**config.mk**
```make
export PLATFORM = sky130hd
export DESIGN_NAME = out_port_bank
export DESIGN_NICKNAME = d
export VERILOG_FILES = /design/src/rtl/out_port_pkg.sv /design/src/rtl/out_port_fifo.sv /design/src/rtl/out_port_bank.sv
export SDC_FILE = /design/constraint.sdc
export NUM_CORES = 1
export LEC_CHECK = 0
export CELL_PAD_IN_SITES_DETAIL_PLACEMENT = 0
export CELL_PAD_IN_SITES_GLOBAL_PLACEMENT = 2
export CORE_UTILIZATION = 30
export CTS_CLUSTER_DIAMETER = 80
export CTS_CLUSTER_SIZE = 12
export DETAILED_ROUTE_END_ITERATION = 8
export GPL_TIMING_DRIVEN = 0
export PLACE_DENSITY = 0.62
export SYNTH_ARGS = -nofsm -noshare
export SYNTH_HDL_FRONTEND = slang
export SYNTH_HIERARCHICAL = 1
export SYNTH_SLANG_ARGS = --single-unit
```
**constraint.sdc**
```tcl
create_clock -name clk -period 2.1 [get_ports clk]
set_input_delay 0.315 -clock clk [delete_from_list [all_inputs] [get_ports clk]]
set_output_delay 0.315 -clock clk [all_outputs]
set_load 0.1 [all_outputs]
```
**src/rtl/out_port_pkg.sv**
```systemverilog
// out_port_pkg: shared width helpers, parameter legality checks and the
// per-channel FIFO operation encoding used by the output-port bank.
package out_port_pkg;

    // Operation applied to one channel FIFO at a clock edge ({push, pop}).
    typedef enum logic [1:0] {
        FIFO_IDLE = 2'b00,
        FIFO_POP  = 2'b01,
        FIFO_PUSH = 2'b10,
        FIFO_BOTH = 2'b11
    } fifo_op_e;

    // Channel-select width: max(1, clog2(channels)).
    function automatic int selw_f(input int channels);
        if (channels <= 32'sd2) begin
            return 32'sd1;
        end else begin
            return $clog2(channels);
        end
    endfunction

    // Pointer width for a power-of-two FIFO depth (natural wrap).
    function automatic int ptr_w_f(input int depth);
        return $clog2(depth);
    endfunction

    // Occupancy counter width: one extra bit so that count == depth fits.
    function automatic int cnt_w_f(input int depth);
        return $clog2(depth) + 32'sd1;
    endfunction

    // Depth must be a power of two and at least 2.
    function automatic bit depth_ok_f(input int depth);
        return (depth >= 32'sd2) && ((depth & (depth - 32'sd1)) == 32'sd0);
    endfunction

    // At least one channel is required.
    function automatic bit channels_ok_f(input int channels);
        return (channels >= 32'sd1);
    endfunction

endpackage

```
**src/rtl/out_port_fifo.sv**
```systemverilog
// out_port_fifo: one output channel. DEPTH-entry FIFO with registered
// pointers/count; pushes to a full FIFO are dropped and flagged on overflow.
module out_port_fifo
    import out_port_pkg::*;
#(
    parameter int WIDTH = 8,
    parameter int DEPTH = 4
) (
    input  logic             clk,
    input  logic             reset,
    input  logic             push,
    input  logic [WIDTH-1:0] din,
    input  logic             pop,
    output logic [WIDTH-1:0] dout,
    output logic             valid,
    output logic             full,
    output logic             overflow
);

    localparam int PW = ptr_w_f(DEPTH);
    localparam int CW = cnt_w_f(DEPTH);
    localparam logic [CW-1:0] DEPTH_C = CW'(DEPTH);
    localparam logic [CW-1:0] CNT_ONE = CW'(1);
    localparam logic [PW-1:0] PTR_ONE = PW'(1);

    logic [WIDTH-1:0] mem_r [DEPTH];
    logic [PW-1:0]    wr_ptr_r;
    logic [PW-1:0]    rd_ptr_r;
    logic [CW-1:0]    count_r;

    logic             push_ok_s;
    logic             pop_ok_s;
    fifo_op_e         op_s;

    // Flags come straight from the registered count, so valid never
    // depends combinationally on the consumer's ready.
    assign valid = (count_r != {CW{1'b0}});
    assign full  = (count_r == DEPTH_C);

    // Qualify push/pop against pre-edge flags and classify the operation.
    always_comb begin
        push_ok_s = push & ~full;
        pop_ok_s  = pop & valid;
        overflow  = push & full;
        if (push_ok_s && pop_ok_s) begin
            op_s = FIFO_BOTH;
        end else if (push_ok_s) begin
            op_s = FIFO_PUSH;
        end else if (pop_ok_s) begin
            op_s = FIFO_POP;
        end else begin
            op_s = FIFO_IDLE;
        end
    end

    // Head entry is presented only while the FIFO holds data.
    always_comb begin
        if (valid) begin
            dout = mem_r[rd_ptr_r];
        end else begin
            dout = {WIDTH{1'b0}};
        end
    end

    // Pointer and occupancy update; reset discards everything buffered.
    always_ff @(posedge clk or posedge reset) begin
        if (reset) begin
            wr_ptr_r <= {PW{1'b0}};
            rd_ptr_r <= {PW{1'b0}};
            count_r  <= {CW{1'b0}};
        end else begin
            if (push_ok_s) begin
                wr_ptr_r <= wr_ptr_r + PTR_ONE;
            end
            if (pop_ok_s) begin
                rd_ptr_r <= rd_ptr_r + PTR_ONE;
            end
            case (op_s)
                FIFO_PUSH: count_r <= count_r + CNT_ONE;
                FIFO_POP:  count_r <= count_r - CNT_ONE;
                default:   count_r <= count_r;
            endcase
        end
    end

    // Storage write; memory contents are intentionally left unreset.
    always_ff @(posedge clk) begin
        if (push_ok_s) begin
            mem_r[wr_ptr_r] <= din;
        end
    end

endmodule

```
**src/rtl/out_port_bank.sv**
```systemverilog
// out_port_bank: CHANNELS buffered output ports written from the data bus.
// Decodes sel, generates the combinational CPU stall and, when
// OUT_PORT_STICKY_ERR_EN is defined, a sticky per-channel overflow flag (err).
module out_port_bank
    import out_port_pkg::*;
#(
    parameter int WIDTH    = 8,
    parameter int CHANNELS = 2,
    parameter int DEPTH    = 4,
    localparam int SELW    = selw_f(CHANNELS)
) (
    input  logic                      clk,
    input  logic                      reset,
    input  logic                      en,
    input  logic [SELW-1:0]           sel,
    input  logic [WIDTH-1:0]          in,
    output logic                      stall,
    output logic [CHANNELS-1:0]       full,
    output logic [CHANNELS*WIDTH-1:0] oport_data,
    output logic [CHANNELS-1:0]       oport_valid,
    input  logic [CHANNELS-1:0]       oport_ready
`ifdef OUT_PORT_STICKY_ERR_EN
    ,
    output logic [CHANNELS-1:0]       err
`endif
);

    localparam bit PARAMS_OK = depth_ok_f(DEPTH) && channels_ok_f(CHANNELS);

    if (!PARAMS_OK) begin : g_bad_params
        $error("out_port_bank: DEPTH must be a power of two >= 2 and CHANNELS >= 1");
    end

    logic [CHANNELS-1:0] push_s;
    logic [CHANNELS-1:0] overflow_s;

    // Select decode: an out-of-range sel matches no channel, so the write
    // is ignored and can neither stall nor raise an error.
    always_comb begin
        push_s = {CHANNELS{1'b0}};
        for (int c = 0; c < CHANNELS; c++) begin
            if (en && (sel == SELW'(c))) begin
                push_s[c] = 1'b1;
            end else begin
                push_s[c] = 1'b0;
            end
        end
    end

    // A push aimed at a full channel is exactly the stall condition.
    assign stall = |overflow_s;

    for (genvar g = 0; g < CHANNELS; g++) begin : g_chan
        out_port_fifo #(
            .WIDTH (WIDTH),
            .DEPTH (DEPTH)
        ) u_fifo (
            .clk      (clk),
            .reset    (reset),
            .push     (push_s[g]),
            .din      (in),
            .pop      (oport_ready[g]),
            .dout     (oport_data[g*WIDTH +: WIDTH]),
            .valid    (oport_valid[g]),
            .full     (full[g]),
            .overflow (overflow_s[g])
        );
    end

`ifdef OUT_PORT_STICKY_ERR_EN
    logic [CHANNELS-1:0] err_r;

    // Sticky overflow record; only reset clears it.
    always_ff @(posedge clk or posedge reset) begin
        if (reset) begin
            err_r <= {CHANNELS{1'b0}};
        end else begin
            err_r <= err_r | overflow_s;
        end
    end

    assign err = err_r;
`endif

endmodule

```
==> results.toml, run 1 <==
[timing]
period_minus_slack_ns = 2.08
slew_headroom = 0.636
hold_ws_ns = 0.245
rsz0062_at_grt = "true"
final-max-slew-violation-count = 0
worst_slew_pin_slew_ns = 0.548
finalWorstSetupSlack_ns = 0.0177
post-route-period-util = 0.992
fmax_mhz = 480
setup_violations = 0
skew_ns = 0.00848
hold_viol = 0

[finish]
multiInputGateArea_um2 = 1030
seqCellArea_um2 = 2270
nNetsFinal = 257
instances_no_fill = 376
area.growth.synth_to_final_pct = 26.9
n_fill_cell = 1035
drive_above_1_share = 0.364
n_antenna_cell = 0

[detailed_routing]
drt_iter0_markers = 50
num_vias = 1606
remaining_drc_errors = 0
wirelength_um = 5640
antenna_left = 0
wl_per_cell_um = 15.0
drtPass1Iterations = 4
via_per_inst = 4.27

[grt]
grt_pass1_vias = 1685
antenna_found_initial = 0
grt-ovfl-total = 0
grt_use_total = 0.107
grt_max_degree = 15
grt_pass1_wl_um = 8920

[synthesis]
ys_ff_latch = 78
syn_area_um2 = 3350
synth_commonest_cells = "edfxtp_1, and2_1, mux4_2"
ys.flop_type = "edfxtp_1"
synth_async_sr_flop_share = 0.179
synth.most_common_cell = "edfxtp_1"
yosysUniqueCellTypes = 22
yosysTopAreaCellShare = 0.574
synth_top_area_cell = "edfxtp_1"
ys_seq_area_frac = 0.679
netlist_top_cells_area = "edfxtp_1, mux4_2, dfrtp_1"
syn-num-nets = 209
syn_inst = 183
postSynthAreaPerCell_um2 = 18.3
ys_warn_count = 6
synth-edff-count = 64

[floorplanning]
placementRows = 38
dieArea_um2 = 11600
fp.dieH_um = 108
start_util = 0.309
core-area_um2 = 10800
pin_count = 35
die_x_um = 108

[cts]
cts_buffer_depth = 2
cts-root-buf = "clkbuf_8"
cts_hold_buf = 0
cts_buffers = 9
clkTransAtPathRegs_ns = 0.08
insertion_delay_ns = 0.34
cts.sinks = 78
cts_tree = "built"
cts_max_level = 3

[setup_path]
cp.required_ns = 1.78
crit_type = "reg2out"
crit_path_start_kind = "flop"
crit_path_end_kind = "primary output"
worst-path-max-fanout = 4
rr_startpoint = "g_chan[1].u_fifo/count_r[0]$_DFFE_PP0P_"
crit_arrival_ns = 1.77
startpoint = "g_chan[0].u_fifo/rd_ptr_r[0]$_DFFE_PP0P_"

[run]
cap_violations = 0

[placed_design]
gp_congestion = 0.626
dp.cells = 357
pre_cts_slack_ns = -0.507
numPortBuffers = 34
dpl.hpwl_um = 3820

[min_path]
hold_path.class = "in2async"

[outcome]
status = "complete, no violations"
==> layer usage <==
metal	part of all wire	vias to the layer above	GRT usage
li1	-	763	-
met2	0.50	39	0.178
met1	0.45	799	0.131
met4	0.012	0	0.0382
met3	0.040	5	0.0339
met5	0	-	0
==> registers in the layout, indices dropped and copies added, names as in the netlist <==
name / cells
g_chan.u_fifo/wr_ptr_r: 4
g_chan.u_fifo/mem_r: 64
g_chan.u_fifo/count_r: 6
g_chan.u_fifo/rd_ptr_r: 4
==> placed cells by master, fill, tap and decap left out, types with 2 or more instances in the layout <==
master / instances
mux4_2: 16
buf_2: 2
inv_1: 12
mux2_1: 2
clkbuf_8: 9
ha_4: 2
and2_1: 21
edfxtp_1: 64
nor2b_2: 2
clkdlybuf4s50_1: 13
buf_6: 13
nor3b_4: 2
clkbuf_2: 2
ha_1: 8
and2_4: 7
dfrtp_1: 13
nor2_1: 2
inv_2: 2
buf_4: 2
or3_4: 2
fa_2: 2
buf_12: 6
xor2_1: 6
xnor2_1: 6
inv_6: 2
nand3_2: 2
clkdlybuf4s15_2: 2
bufinv_16: 2
mux2i_1: 2
==> final cells by class <==
type / count / area share
Clock inverter: 6 / 0.0221
Sequential cell: 78 / 0.535
Clock buffer: 10 / 0.0300
Tap cell: 140 / 0.0412
Buffer: 6 / 0.0159
Inverter: 14 / 0.0124
Timing Repair Buffer: 37 / 0.102
Multi-Input combinational cell: 85 / 0.241
==> cell families after synthesis <==
logic type                 share of synthesized area
DFF                                            0.679
and+or+nand+nor                               0.0882
buffers and inverters                         0.0321
muxes                                          0.120
xor gates and xnor gates                      0.0314
adders and majority gates                     0.0493
==> path summary, 6_finish.rpt <==
kind | end | slack [ns] | depth (start not counted)
worst max-delay path | oport_data[1] | 0.02 | 4
worst min-delay path | g_chan[0].u_fifo/wr_ptr_r[1]$_DFFE_PP0P_ | 0.24 | 2
worst max register to register | g_chan[1].u_fifo/count_r[2]$_DFFE_PP0P_ | 0.16 | 9
worst min register to register | g_chan[1].u_fifo/count_r[2]$_DFFE_PP0P_ | 0.50 | 1
max in group asynchronous | g_chan[1].u_fifo/rd_ptr_r[1]$_DFFE_PP0P_ | 1.61 | 2
min in group clk | g_chan[1].u_fifo/count_r[2]$_DFFE_PP0P_ | 0.50 | 1
==> worst max-delay path, cell delays in order (launching register included) <==
cell,delay [ns]
dfrtp_2,0.43
clkbuf_16,0.17
mux4_2,0.48
and2_1,0.18
buf_6,0.18
==> what timing repair did <==
action / CTS / global route
pin swaps: 0 / 4
gates resized for setup: 128 / 25
gates cloned: 0 / 1
setup endpoints to repair: 21 / 17
setup buffers: 2 / 0
==> per-stage QoR <==
step | TNS, ns | cell area, um2 | utilization
finish | 0 | 4250 | 0.392
global route | -0.363 | 4250 | 0.392
CTS | -0.0236 | 4140 | 0.381
detailed placement | -7.63 | 3910 | 0.361
global placement | -7.51 | 3910 | 0.361
floorplan | -1.71 | 3390 | -
Power of run 1 is not shown: default switching activity piles up to over one toggle a cycle in this logic, so the estimate is an artifact.
==> run 2, diff against run 1 <==
SYNTH_HIERARCHICAL = default   (was 1)
==> run 2 against run 1 <==
- worst setup slack improved by 0.022 ns
- global-route usage rose by 0.086 points
- count of clock-buffer cells in the layout fell by 1
==> results.toml, run 2 <==
[grt]
grt_pass1_wl_um = 9120
grt_max_degree = 15
grt_pass1_vias = 1684
grt_use_total = 0.108
grt-ovfl-total = 0
antenna_found_initial = 0

[setup_path]
crit_path_start_kind = "flop"
reg2reg_setup_slack_ns = 0.17
slowest_stage = "mux4_2"
worst-path-max-fanout = 9
cp.required_ns = 1.78
crit_type = "reg2out"
crit_path_end_kind = "primary output"
crit_arrival_ns = 1.75
crit_chain = "buf_8 -> mux4_2 -> and2_1 -> buf_6"
path_buf_inv = 2
cpPeakStageDelay_ns = 0.52
cp_top_family = "multiplexers"

[cts]
cts_max_level = 3
cts-root-buf = "clkbuf_8"
insertion_delay_ns = 0.34
clkTransAtPathRegs_ns = 0.08
cts.sinks = 78
cts_buffers = 9
cts_buffer_depth = 2
cts_hold_buf = 0
cts_tree = "built"

[outcome]
status = "complete, no violations"

[synthesis]
ys_ff_latch = 78
synth_async_sr_flop_share = 0.179
synth_top_area_cell = "edfxtp_1"
netlist_top_cells_area = "edfxtp_1, mux4_2, dfrtp_1"
syn_area_um2 = 3370
yosysUniqueCellTypes = 23
ys.flop_type = "edfxtp_1"
ys_warn_count = 0
postSynthAreaPerCell_um2 = 18.3
syn-num-nets = 210
synth.most_common_cell = "edfxtp_1"
syn_inst = 184
ys_seq_area_frac = 0.673
yosysTopAreaCellShare = 0.570
synth-edff-count = 64
synth_commonest_cells = "edfxtp_1, and2_1, mux4_2"

[detailed_routing]
via_per_inst = 4.25
num_vias = 1639
drt_iter0_markers = 97
wirelength_um = 5680
wl_per_cell_um = 14.7
antenna_left = 0
remaining_drc_errors = 0
drtPass1Iterations = 4

[finish]
top_register = "g_chan.u_fifo.mem_r"
final_common_cell = "edfxtp_1"
area.growth.synth_to_final_pct = 29.6
n_fill_cell = 1013
n_antenna_cell = 0
layout_common_cells = "edfxtp_1, buf_4, mux4_2, and2_1, clkdlybuf4s50_1"
reg_top3 = "g_chan.u_fifo.mem_r (64), g_chan.u_fifo.count_r (6)"
nNetsFinal = 268
multiInputGateArea_um2 = 1040
seqCellArea_um2 = 2280
largest_register_ffs = 64
drive_above_1_share = 0.419

[min_path]
hold_path.class = "in2async"

[placed_design]
numPortBuffers = 34
dpl.hpwl_um = 3730
gp_congestion = 0.675

[timing]
skew_ns = 0.00579
period_minus_slack_ns = 2.06
fmax_mhz = 485
worst_slew_pin_slew_ns = 0.565
setup_violations = 0
rsz0062_at_grt = "true"
final-max-slew-violation-count = 0
slew_headroom = 0.623
post-route-period-util = 0.981
hold_viol = 0
hold_ws_ns = 0.321

[run]
cap_violations = 0

[floorplanning]
start_util = 0.310
core-area_um2 = 10900
dieArea_um2 = 11700
fp.dieH_um = 108
placementRows = 38
die_x_um = 108
pin_count = 35
[run 2: worst reg2reg max path: stages, from the launching register on]
cell	delay [ns]
dfrtp_1	0.43
nor3b_4	0.29
nor3b_4	0.07
inv_1	0.10
ha_4	0.14
inv_1	0.04
fa_1	0.36
xor2_1	0.15
nor2_1	0.12
xor2_1	0.14
[run 2: cells by family after synthesis]
family	synth area share
adder cells (fa/ha/maj)	0.0489
buffers and inverters	0.0397
XOR/XNOR	0.0311
flip-flops	0.673
AND/OR/NAND/NOR	0.0823
multiplexers	0.125
[run 2: metrics by stage]
step,area [um2],worst slack [ns],util,std cells,TNS [ns]
after detailed placement,3890,-0.459,0.358,358,-7.98
after floorplan,3380,0.136,-,184,0
after global placement,3890,-0.450,0.358,358,-7.95
after global routing,4370,-0.0403,0.402,386,-0.204
final,4370,0.0393,0.402,386,0
after CTS,4120,-0.00509,0.379,375,-0.00640
[run 2: routing by layer]
metal / global-route usage / share of wire / up-vias
met1: 0.138 / 0.47 / 817
met3: 0.0434 / 0.042 / 6
met5: 0 / 0 / -
met2: 0.169 / 0.48 / 38
met4: 0.0323 / 0.011 / 0
li1: - / - / 778
[run 2: area by class of cell]
type	instances	area share
Buffer	10	0.0223
Multi-Input combinational cell	83	0.237
Sequential cell	78	0.520
Timing Repair Buffer	47	0.121
Tap cell	140	0.0401
Inverter	13	0.0112
Clock inverter	6	0.0200
Clock buffer	9	0.0283
[run 2: final timing paths]
path / cells after the start / from / endpoint
min in group clk: 1 / g_chan[1].u_fifo.count_r[2]$_DFFE_PP0P_ / g_chan[1].u_fifo.count_r[2]$_DFFE_PP0P_
worst max register to register: 9 / g_chan[0].u_fifo.count_r[1]$_DFFE_PP0P_ / g_chan[0].u_fifo.count_r[2]$_DFFE_PP0P_
max in group asynchronous: 2 / reset / g_chan[1].u_fifo.count_r[0]$_DFFE_PP0P_
worst min register to register: 1 / g_chan[1].u_fifo.count_r[2]$_DFFE_PP0P_ / g_chan[1].u_fifo.count_r[2]$_DFFE_PP0P_
worst max-delay path: 4 / g_chan[1].u_fifo.rd_ptr_r[0]$_DFFE_PP0P_ / oport_data[14]
worst min-delay path: 2 / reset / g_chan[0].u_fifo.count_r[2]$_DFFE_PP0P_
[run 2: timing repair]
item / CTS / global route
pin swaps: 1 / 14
setup buffers: 2 / 10
gates resized for setup: 139 / 40
gates cloned: 0 / 1
endpoints found under the hold margin: 0 / 0
endpoints found under the setup margin: 23 / 18
Power of run 2 is left out for the same reason.
